### config.mk
export PLATFORM = sky130hd
export DESIGN_NAME = mem_arbiter
export DESIGN_NICKNAME = d
export VERILOG_FILES = /design/src/rtl/mem_arb_pkg.sv /design/src/rtl/rr_pick2.sv /design/src/rtl/mem_arbiter.sv
export SDC_FILE = /design/constraint.sdc
export NUM_CORES = 1
export LEC_CHECK = 0
export CAP_MARGIN = 15
export CORE_MARGIN = 10
export CORE_UTILIZATION = 43
export CTS_CLUSTER_DIAMETER = 40
export DETAILED_ROUTE_END_ITERATION = 16
export PLACE_DENSITY = 0.86
export SYNTH_ARGS = -nofsm -noshare
export SYNTH_HDL_FRONTEND = slang
export SYNTH_SLANG_ARGS = --single-unit
### constraint.sdc
create_clock -name CLK -period 2.9 [get_ports CLK]
set_clock_uncertainty 0.15 [all_clocks]
set_input_delay 0.29 -clock CLK [delete_from_list [all_inputs] [get_ports CLK]]
set_output_delay 0.29 -clock CLK [all_outputs]
set_load 0.01 [all_outputs]
### src/rtl/mem_arb_pkg.sv
// mem_arbiter shared types and constants.
// State encoding, port indices, grant-counter width.
package mem_arb_pkg;

  typedef enum logic [1:0] {
    IDLE  = 2'd0,
    ISSUE = 2'd1,
    WAIT  = 2'd2,
    DONE  = 2'd3
  } state_e;

  localparam logic PORT_CPU = 1'b0;
  localparam logic PORT_AUX = 1'b1;

  localparam int CNT_W = 16;

  // Increment that sticks at all-ones instead of wrapping.
  function automatic logic [CNT_W-1:0] sat_inc(
    input logic [CNT_W-1:0] v
  );
    return (&v) ? v : v + CNT_W'(1);
  endfunction

endpackage

### src/rtl/rr_pick2.sv
// Two-way round-robin pick.
// On a tie the port that was not granted last wins.
module rr_pick2 (
  input  logic Req0,
  input  logic Req1,
  input  logic Last,
  output logic Valid,
  output logic Grant
);

  // Combinational select; Grant is meaningful only with Valid.
  always_comb begin
    Valid = Req0 | Req1;
    Grant = 1'b0;
    unique case (1'b1)
      (Req0 & Req1):  Grant = ~Last;
      (Req1 & ~Req0): Grant = 1'b1;
      default:        Grant = 1'b0;
    endcase
  end

endmodule

### src/rtl/mem_arbiter.sv
// Two-port req/ack arbiter in front of a single-port memory.
// Optional grant counters: define MEM_ARB_STATS_EN.
module mem_arbiter
  import mem_arb_pkg::*;
#(
  parameter int AW      = 8,
  parameter int DW      = 8,
  parameter int MEM_LAT = 1
) (
  input  logic             CLK,
  input  logic             RST_N,
  input  logic             Req0,
  input  logic             We0,
  input  logic [AW-1:0]    Addr0,
  input  logic [DW-1:0]    WData0,
  output logic [DW-1:0]    RData0,
  output logic             Ack0,
  input  logic             Req1,
  input  logic             We1,
  input  logic [AW-1:0]    Addr1,
  input  logic [DW-1:0]    WData1,
  output logic [DW-1:0]    RData1,
  output logic             Ack1,
  output logic [AW-1:0]    MemAddr,
  output logic [DW-1:0]    MemWData,
  output logic             MemWe,
  input  logic [DW-1:0]    MemRData,
  output logic [CNT_W-1:0] Cnt0,
  output logic [CNT_W-1:0] Cnt1
);

  localparam int LW = 3;

  if (MEM_LAT < 1 || MEM_LAT > 4) begin : g_lat_chk
    $error("mem_arbiter: MEM_LAT must be 1..4");
  end

  state_e          state_q;
  logic            last_q;
  logic            grant_q;
  logic            we_q;
  logic [LW-1:0]   lat_q;
  logic [AW-1:0]   maddr_q;
  logic [DW-1:0]   mwdata_q;
  logic            mwe_q;
  logic            ack0_q;
  logic            ack1_q;
  logic [DW-1:0]   rdata0_q;
  logic [DW-1:0]   rdata1_q;

  logic            pick_v;
  logic            pick_g;
  logic            sel_we;
  logic [AW-1:0]   sel_addr;
  logic [DW-1:0]   sel_wdata;

  rr_pick2 u_pick (
    .Req0  (Req0),
    .Req1  (Req1),
    .Last  (last_q),
    .Valid (pick_v),
    .Grant (pick_g)
  );

  // Request fields of whichever port the picker chose.
  always_comb begin
    sel_we    = We0;
    sel_addr  = Addr0;
    sel_wdata = WData0;
    if (pick_g == PORT_AUX) begin
      sel_we    = We1;
      sel_addr  = Addr1;
      sel_wdata = WData1;
    end
  end

  // Access sequencer; all memory and port outputs are registered here.
  always_ff @(posedge CLK or negedge RST_N) begin
    if (!RST_N) begin
      state_q  <= IDLE;
      last_q   <= PORT_AUX;
      grant_q  <= PORT_CPU;
      we_q     <= 1'b0;
      lat_q    <= '0;
      maddr_q  <= '0;
      mwdata_q <= '0;
      mwe_q    <= 1'b0;
      ack0_q   <= 1'b0;
      ack1_q   <= 1'b0;
      rdata0_q <= '0;
      rdata1_q <= '0;
    end else begin
      ack0_q <= 1'b0;
      ack1_q <= 1'b0;
      mwe_q  <= 1'b0;
      unique case (state_q)
        IDLE: begin
          if (pick_v) begin
            grant_q <= pick_g;
            last_q  <= pick_g;
            we_q    <= sel_we;
            maddr_q <= sel_addr;
            if (sel_we) begin
              mwdata_q <= sel_wdata;
              mwe_q    <= 1'b1;
            end
            state_q <= ISSUE;
          end
        end
        ISSUE: begin
          if (we_q) begin
            ack0_q  <= (grant_q == PORT_CPU);
            ack1_q  <= (grant_q == PORT_AUX);
            state_q <= DONE;
          end else begin
            lat_q   <= LW'(MEM_LAT);
            state_q <= WAIT;
          end
        end
        WAIT: begin
          if (lat_q == LW'(1)) begin
            if (grant_q == PORT_AUX) begin
              rdata1_q <= MemRData;
              ack1_q   <= 1'b1;
            end else begin
              rdata0_q <= MemRData;
              ack0_q   <= 1'b1;
            end
            state_q <= DONE;
          end
          lat_q <= lat_q - LW'(1);
        end
        DONE: begin
          state_q <= IDLE;
        end
      endcase
    end
  end

  assign MemAddr  = maddr_q;
  assign MemWData = mwdata_q;
  assign MemWe    = mwe_q;
  assign Ack0     = ack0_q;
  assign Ack1     = ack1_q;
  assign RData0   = rdata0_q;
  assign RData1   = rdata1_q;

`ifdef MEM_ARB_STATS_EN
  logic [CNT_W-1:0] cnt0_q;
  logic [CNT_W-1:0] cnt1_q;

  // Count grants per port as they enter ISSUE.
  always_ff @(posedge CLK or negedge RST_N) begin
    if (!RST_N) begin
      cnt0_q <= '0;
      cnt1_q <= '0;
    end else if (state_q == IDLE && pick_v) begin
      if (pick_g == PORT_AUX) cnt1_q <= sat_inc(cnt1_q);
      else                    cnt0_q <= sat_inc(cnt0_q);
    end
  end

  assign Cnt0 = cnt0_q;
  assign Cnt1 = cnt1_q;
`else
  assign Cnt0 = '0;
  assign Cnt1 = '0;
`endif

endmodule

==> flow_summary.json, run 1 <==
{
  "n_antenna_cell": 0,
  "drive_gt1_share_pct": 17.3,
  "die_h_um": 92.0,
  "hold_ws_ns": -0.0157,
  "via_per_inst": 4.45,
  "rsz0062_at_grt": "no",
  "max_clock_freq_ghz": 0.461,
  "number_of_global_route_vias_before_repair": 1671,
  "synthesis.area_per_instance_um2": 11.9,
  "synth_seq_area_share_pct": 48.3,
  "synth_area_leader_cell": "dfrtp_1",
  "via_count": 1519,
  "violations": "hold timing",
  "ctsResizeCount": 0,
  "setup-tns-final_ns": 0,
  "final-max-slew-violation-count": 0,
  "cts-hold-fix-buffers": 0,
  "stdcell_area_um2": 3070,
  "area_delta_synth_final_pct": 37.8,
  "worst-path-stages": 5,
  "synth_top_cells_by_area": "dfrtp_1 (47%), mux2_2 (16%), buf_4 (11%)",
  "worstSetupPathType": "flip-flop to flip-flop",
  "number_of_instances_in_the_synthesized_netlist": 187,
  "start_kind": "flip-flop",
  "synth_area_um2": 2230,
  "maximum_number_of_pins_on_one_net_before_global_route_repair": 44,
  "number_of_enable_type_register_cells_in_the_synthesized_netlist": 0,
  "timing.max_slew.rel_slack_pct": 37.9,
  "ys_top_cells_by_count": "dfrtp_1 (42), buf_4 (32), mux2_2 (31), nand2_1 (14), o21ai_0 (12)",
  "postSynthRegisterBits": 43,
  "postRouteAntennaNets": 0,
  "fp.dieW_um": 92.0,
  "initial_cell_density_of_the_core_pct": 43.9,
  "synthDominantCellAreaShare_pct": 47.2,
  "insertion_delay_ns": 0.29,
  "tritoncts_num_sinks": 43,
  "buf_inv_stages_crit_path": 1,
  "core_area_um2": 5070,
  "dp_hpwl_um": 4350,
  "critical_path.endpoint_type": "flip-flop",
  "die-area_um2": 8460,
  "ctsLongestPathBuffers": 2,
  "post-synth-top-count-cell": "dfrtp_1",
  "totalWireLength_um": 5360,
  "tritoncts.num_buffers": 5,
  "worstPathCellList": "inv_1 -> ha_1 -> nand2_1 -> o32ai_4 -> mux2_2",
  "gr-total-overflow": 0,
  "fillCellCount": 448,
  "most_used_flip_flop_cell_after_synthesis": "dfrtp_1",
  "timing_worst_slew_pin_value_ns": 0.931,
  "critPathMaxStageDelay_ns": 0.50,
  "overall_fraction_of_global_route_tracks_in_use_pct": 12.3,
  "routed_wire_length_per_instance_um": 15.7,
  "r2r.worst_path.cells": 5,
  "num_io_pins": 113,
  "multi_input_area_um2": 956,
  "number_of_search_and_repair_iterations_in_the_first_detailed_routing_pass": 4,
  "post_route_drc_violation_count": 0,
  "postCtsSetupBuffers": 0,
  "preCtsSetupSlack_ns": 0.521,
  "grt_pass1_wl_um": 8560,
  "io_buffers": 80,
  "setup_ws_ns": 0.729,
  "seq_area_um2": 1080,
  "clock-root-buffer": "clkbuf_8",
  "hold_path_class": "primary input to asynchronous set/reset pin",
  "cts_tree": "built",
  "worst_path_max_delay_cell": "o32ai_4",
  "total_power_per_unit_cell_area_nw_per_um2": 984,
  "cp_max_fo": 10,
  "post_dp_cell_area_um2": 2960,
  "clock_transition_at_the_registers_of_the_reported_paths_ns": 0.08,
  "power.static_leakage_nw": 1.39,
  "crit_required_ns": 2.93,
  "timing_hold_violations_final": 33,
  "globalplace.congestion": 0.728,
  "row_cnt": 26,
  "yosys.cell_types.count": 32,
  "outcome": "finished, violations left",
  "drt-initial-drc-count": 55,
  "finalCritPeriodShare_pct": 74.9,
  "path_delay_family": "compound AO/OA/AOI/OAI gates",
  "synthesis.yosys.warnings": 0,
  "postSynth.asyncResetShare_pct": 100,
  "layout.nets": 322,
  "cap_viol_max_count": 0,
  "grt_antenna_before_repair": 0,
  "setup_viol": 0,
  "ir_drop_v": 0.000532,
  "min_period_ns": 2.17,
  "cts-htree-levels": 2,
  "arrival_ns": 2.20
}
[registers in the layout, indices dropped and copies added (netlist names), 2 cells and up]
signal    cells
MemAddr       8
MemWData      8
RData0        8
RData1        8
lat_q         3
state_q       2
[stage by stage]
stage	cells	hold slack [ns]	total power [mW]	util, %
after global routing	341	0.0507	3.24	60.5
after floorplan	218	-0.156	1.89	-
after CTS	341	0.0227	3.06	60.5
after global placement	333	0.312	2.53	58.3
after detailed placement	333	0.319	2.59	58.3
final	341	-0.0157	3.02	60.5
[cell families after synthesis]
family	Yosys count	share of synthesized area, %
buf+inv	44	14.0
flops	43	48.3
mux	41	20.6
simple gates	27	5.56
compound gates	25	7.97
fa+ha+maj	6	3.37
other cells	1	0.168
[layout by cell type, fill, tap and decap left out]
cell | Yosys | layout
mux2_4 | 2 | 2
dfstp_2 | 1 | 1
nand2b_1 | 4 | 4
a21bo_2 | 1 | 1
bufinv_16 | 0 | 1
o21ai_1 | 1 | 1
nand2_1 | 14 | 14
a21o_1 | 1 | 1
buf_2 | 2 | 1
clkinv_2 | 0 | 1
a2bb2oi_1 | 1 | 1
inv_1 | 7 | 7
o32ai_4 | 1 | 1
a22o_1 | 1 | 1
mux2i_1 | 8 | 8
o21ai_0 | 12 | 12
mux2_2 | 31 | 31
a221oi_1 | 1 | 1
a22oi_1 | 1 | 1
nor2b_1 | 2 | 2
nor2_1 | 5 | 5
ha_1 | 6 | 6
a21bo_1 | 1 | 1
and2_1 | 1 | 1
and3b_1 | 1 | 1
clkbuf_8 | 0 | 5
clkinv_4 | 0 | 1
dfrtp_1 | 42 | 42
a211oi_1 | 1 | 1
buf_4 | 32 | 2
a31oi_1 | 1 | 1
clkdlybuf4s50_1 | 0 | 79
a21oi_1 | 2 | 2
conb_1 | 1 | 32
[area by class of cell]
class | instances | share of cell area [%]
clock buffer | 5 | 2.24
clock inverter | 3 | 1.43
inverter | 7 | 0.856
multi-input combinational | 131 | 31.1
sequential | 43 | 35.1
tap | 70 | 2.85
timing repair buffer | 82 | 26.4
[worst paths after layout]
path | startpoint | to | slack, ns
worst max-delay path | state_q[0] | MemWData[3] | 0.73
worst min-delay path | RST_N | RData1[3] | -0.02
max in group asynchronous | RST_N | MemWData[6] | 2.04
worst min register to register | grant_q | Ack0 | 0.33
worst max register to register | state_q[0] | MemWData[3] | 0.73
min in group CLK | grant_q | Ack0 | 0.33
[worst reg2reg max path: cells and delay by family, from the launching register on]
kind | cells | cell delay, ns
flops | 1 | 0.40
fa+ha+maj | 1 | 0.33
simple gates | 1 | 0.15
buf+inv | 1 | 0.13
mux | 1 | 0.40
compound gates | 1 | 0.50
[layer usage]
metal | up-vias | global-route usage [%] | wire length [um]
li1 | 731 | - | -
met1 | 708 | 13.5 | 2140
met2 | 75 | 20.4 | 2620
met3 | 5 | 6.93 | 557
met4 | 0 | 3.08 | 45
met5 | - | 0 | 0
[power by group]
group / leakage [nW] / internal [mW] / total (mW) / switching, mW
Combinational: 0.812 / 0.857 / 1.49 / 0.634
Clock: 0.0581 / 0.256 / 0.466 / 0.209
Sequential: 0.519 / 0.900 / 1.07 / 0.166
Total: 1.39 / 2.01 / 3.02 / 1.01
No activity file was read; power rests on OpenSTA's default activity.
==> inputs of run 2 (changes only) <==
- CORE_UTILIZATION: 43 -> 36
- PLACE_DENSITY: 0.86 -> 0.76
- clock period: 2.9 -> 1.9 ns (I/O delays scaled with it)
==> flow_summary.json, run 2 (synthesized netlist as in run 1, its figures left out) <==
{
  "grt_antenna_before_repair": 0,
  "timing_hold_violations_final": 0,
  "final_core_utilization_pct": 53.9,
  "p_clk_share_pct": 12.7,
  "die_h_um": 98.7,
  "crit_required_ns": 1.94,
  "tritoncts_num_sinks": 43,
  "total_power_per_unit_cell_area_nw_per_um2": 1460,
  "ctsLongestPathBuffers": 2,
  "setup_ws_ns": 0.0692,
  "finalNonFillerCells": 359,
  "num_io_pins": 113,
  "regToRegStartpoint": "state_q[0]",
  "fp.dieW_um": 98.7,
  "via_count": 1615,
  "start_kind": "flip-flop",
  "worstReg2RegEnd": "MemWData[2]",
  "preCtsSetupSlack_ns": -0.107,
  "number_of_instances_in_the_placed_design": 350,
  "layout.nets": 335,
  "timing_worst_slew_pin_value_ns": 0.524,
  "io_buffers": 80,
  "post_dp_cell_area_um2": 3100,
  "postCtsSetupBuffers": 0,
  "worstSetupPathType": "flip-flop to flip-flop",
  "overall_fraction_of_global_route_tracks_in_use_pct": 10.8,
  "power_frac_comb_pct": 52.2,
  "cts_tree": "built",
  "drt-initial-drc-count": 34,
  "hold_path_class": "primary input to asynchronous set/reset pin",
  "tritoncts.num_buffers": 5,
  "rsz0062_at_grt": "yes",
  "arrival_ns": 1.87,
  "die-area_um2": 9740,
  "gr-total-overflow": 0,
  "switching_share_pct": 33.9,
  "initial_cell_density_of_the_core_pct": 37.4,
  "mostFrequentLayoutCells": "clkdlybuf4s50_1 (79), dfrtp_1 (42), conb_1 (32)",
  "area_delta_synth_final_pct": 44.1,
  "r2r.worst_path.cells": 6,
  "critical_path.endpoint_type": "flip-flop",
  "finalPower_mw": 4.67,
  "drive_gt1_share_pct": 22.5,
  "layout.cells.most_common": "clkdlybuf4s50_1",
  "timing.max_slew.rel_slack_pct": 65.1,
  "via_per_inst": 4.50,
  "post_route_drc_violation_count": 0,
  "ir_drop_v": 0.000752,
  "p_switching_mw": 1.58,
  "stdcell_area_um2": 3210,
  "n_antenna_cell": 0,
  "max_clock_freq_ghz": 0.546,
  "cts-htree-levels": 2,
  "power.internal_mw": 3.09,
  "number_of_search_and_repair_iterations_in_the_first_detailed_routing_pass": 4,
  "core_area_um2": 5960,
  "grt_pass1_wl_um": 8750,
  "clock-root-buffer": "clkbuf_8",
  "setup_viol": 0,
  "share_seq_of_total_power_pct": 35.0,
  "power.static_leakage_nw": 1.45,
  "insertion_delay_ns": 0.30,
  "critPathMaxStageDelay_ns": 0.43,
  "hold_ws_ns": 0.243,
  "setup-tns-final_ns": 0,
  "worstPathCellList": "inv_2 -> ha_2 -> nand2_1 -> o32ai_4 -> buf_12 -> mux2_2",
  "cap_viol_max_count": 0,
  "globalplace.congestion": 0.744,
  "maximum_number_of_pins_on_one_net_before_global_route_repair": 24,
  "finalCritPeriodShare_pct": 96.4,
  "final-max-slew-violation-count": 0,
  "regToRegSetupSlack_ns": 0.07,
  "min_period_ns": 1.83,
  "row_cnt": 28,
  "outcome": "finished, final reports clean",
  "clock_transition_at_the_registers_of_the_reported_paths_ns": 0.09,
  "dp_hpwl_um": 4480,
  "postRouteAntennaNets": 0,
  "totalWireLength_um": 5460,
  "routed_wire_length_per_instance_um": 15.2,
  "number_of_global_route_vias_before_repair": 1813,
  "worst_path_max_delay_cell": "dfrtp_1",
  "cp_max_fo": 10
}
run 2: cell types whose count changed in the layout (fill, tap and decap cells not counted), sizes merged:
| cell | before | now |
|---|---|---|
| bufinv | 1 | 0 |
| dlygate4sd3 | 0 | 1 |
| clkinv | 2 | 0 |
| buf | 3 | 15 |
| clkinvlp | 0 | 2 |
| inv | 7 | 8 |
run 2: timing repair:
item | 4_1_cts | 5_1_grt
hold buffers | 1 | 0
setup endpoints to repair | 0 | 16
endpoints found under the hold margin | 20 | 0
resized for setup | 0 | 5
run 2: layout make-up:
| type | count | area (um^2) |
|---|---|---|
| multi-input combinational | 131 | 961 |
| inverter | 7 | 26.3 |
| clock inverter | 3 | 23.8 |
| timing repair buffer | 95 | 961 |
| fill | 572 | 2740 |
| sequential | 43 | 1080 |
| tap | 75 | 93.8 |
| clock buffer | 5 | 68.8 |
run 2: worst max-delay path by stage:
stage	start	to	slack, ns	depth (start not counted)
2_1_floorplan	state_q[0]	MemWData[1]	0.003	6
3_3_place_gp	Req0	MemWData[4]	-0.08	5
3_5_place_dp	Req1	MemWData[4]	-0.11	5
4_1_cts	state_q[0]	MemWData[2]	0.005	6
5_1_grt	state_q[0]	MemWData[2]	-0.01	6
6_report	state_q[0]	MemWData[2]	0.07	6
run 2: critical path: cells and delay by family, from the launching register on:
kind,cells,cell delay (ns)
mux,1,0.34
buf+inv,2,0.27
compound gates,1,0.24
flops,1,0.43
fa+ha+maj,1,0.20
simple gates,1,0.09
run 2: routing by layer:
metal,GRT usage (%),vias up,wire length [um]
met5,0,-,0
met4,3.64,0,97
met3,7.89,11,824
met2,18.0,90,2560
met1,10.3,751,1980
li1,-,763,-
run 2: power groups by stage:
stage	Combinational, mW	Sequential [mW]	Clock [mW]
after floorplan	1.10	1.79	0
after global placement	2.40	1.63	0
after detailed placement	2.45	1.65	0
after CTS	2.46	1.64	0.622
after global routing	2.67	1.69	0.661
final	2.44	1.64	0.596
==> inputs of run 3 (changes only) <==
- ABC_CLOCK_PERIOD_IN_PS: unset -> 1900
==> results of run 3 <==
No change in the layout: final DEF, timing and power equal those of run 2.
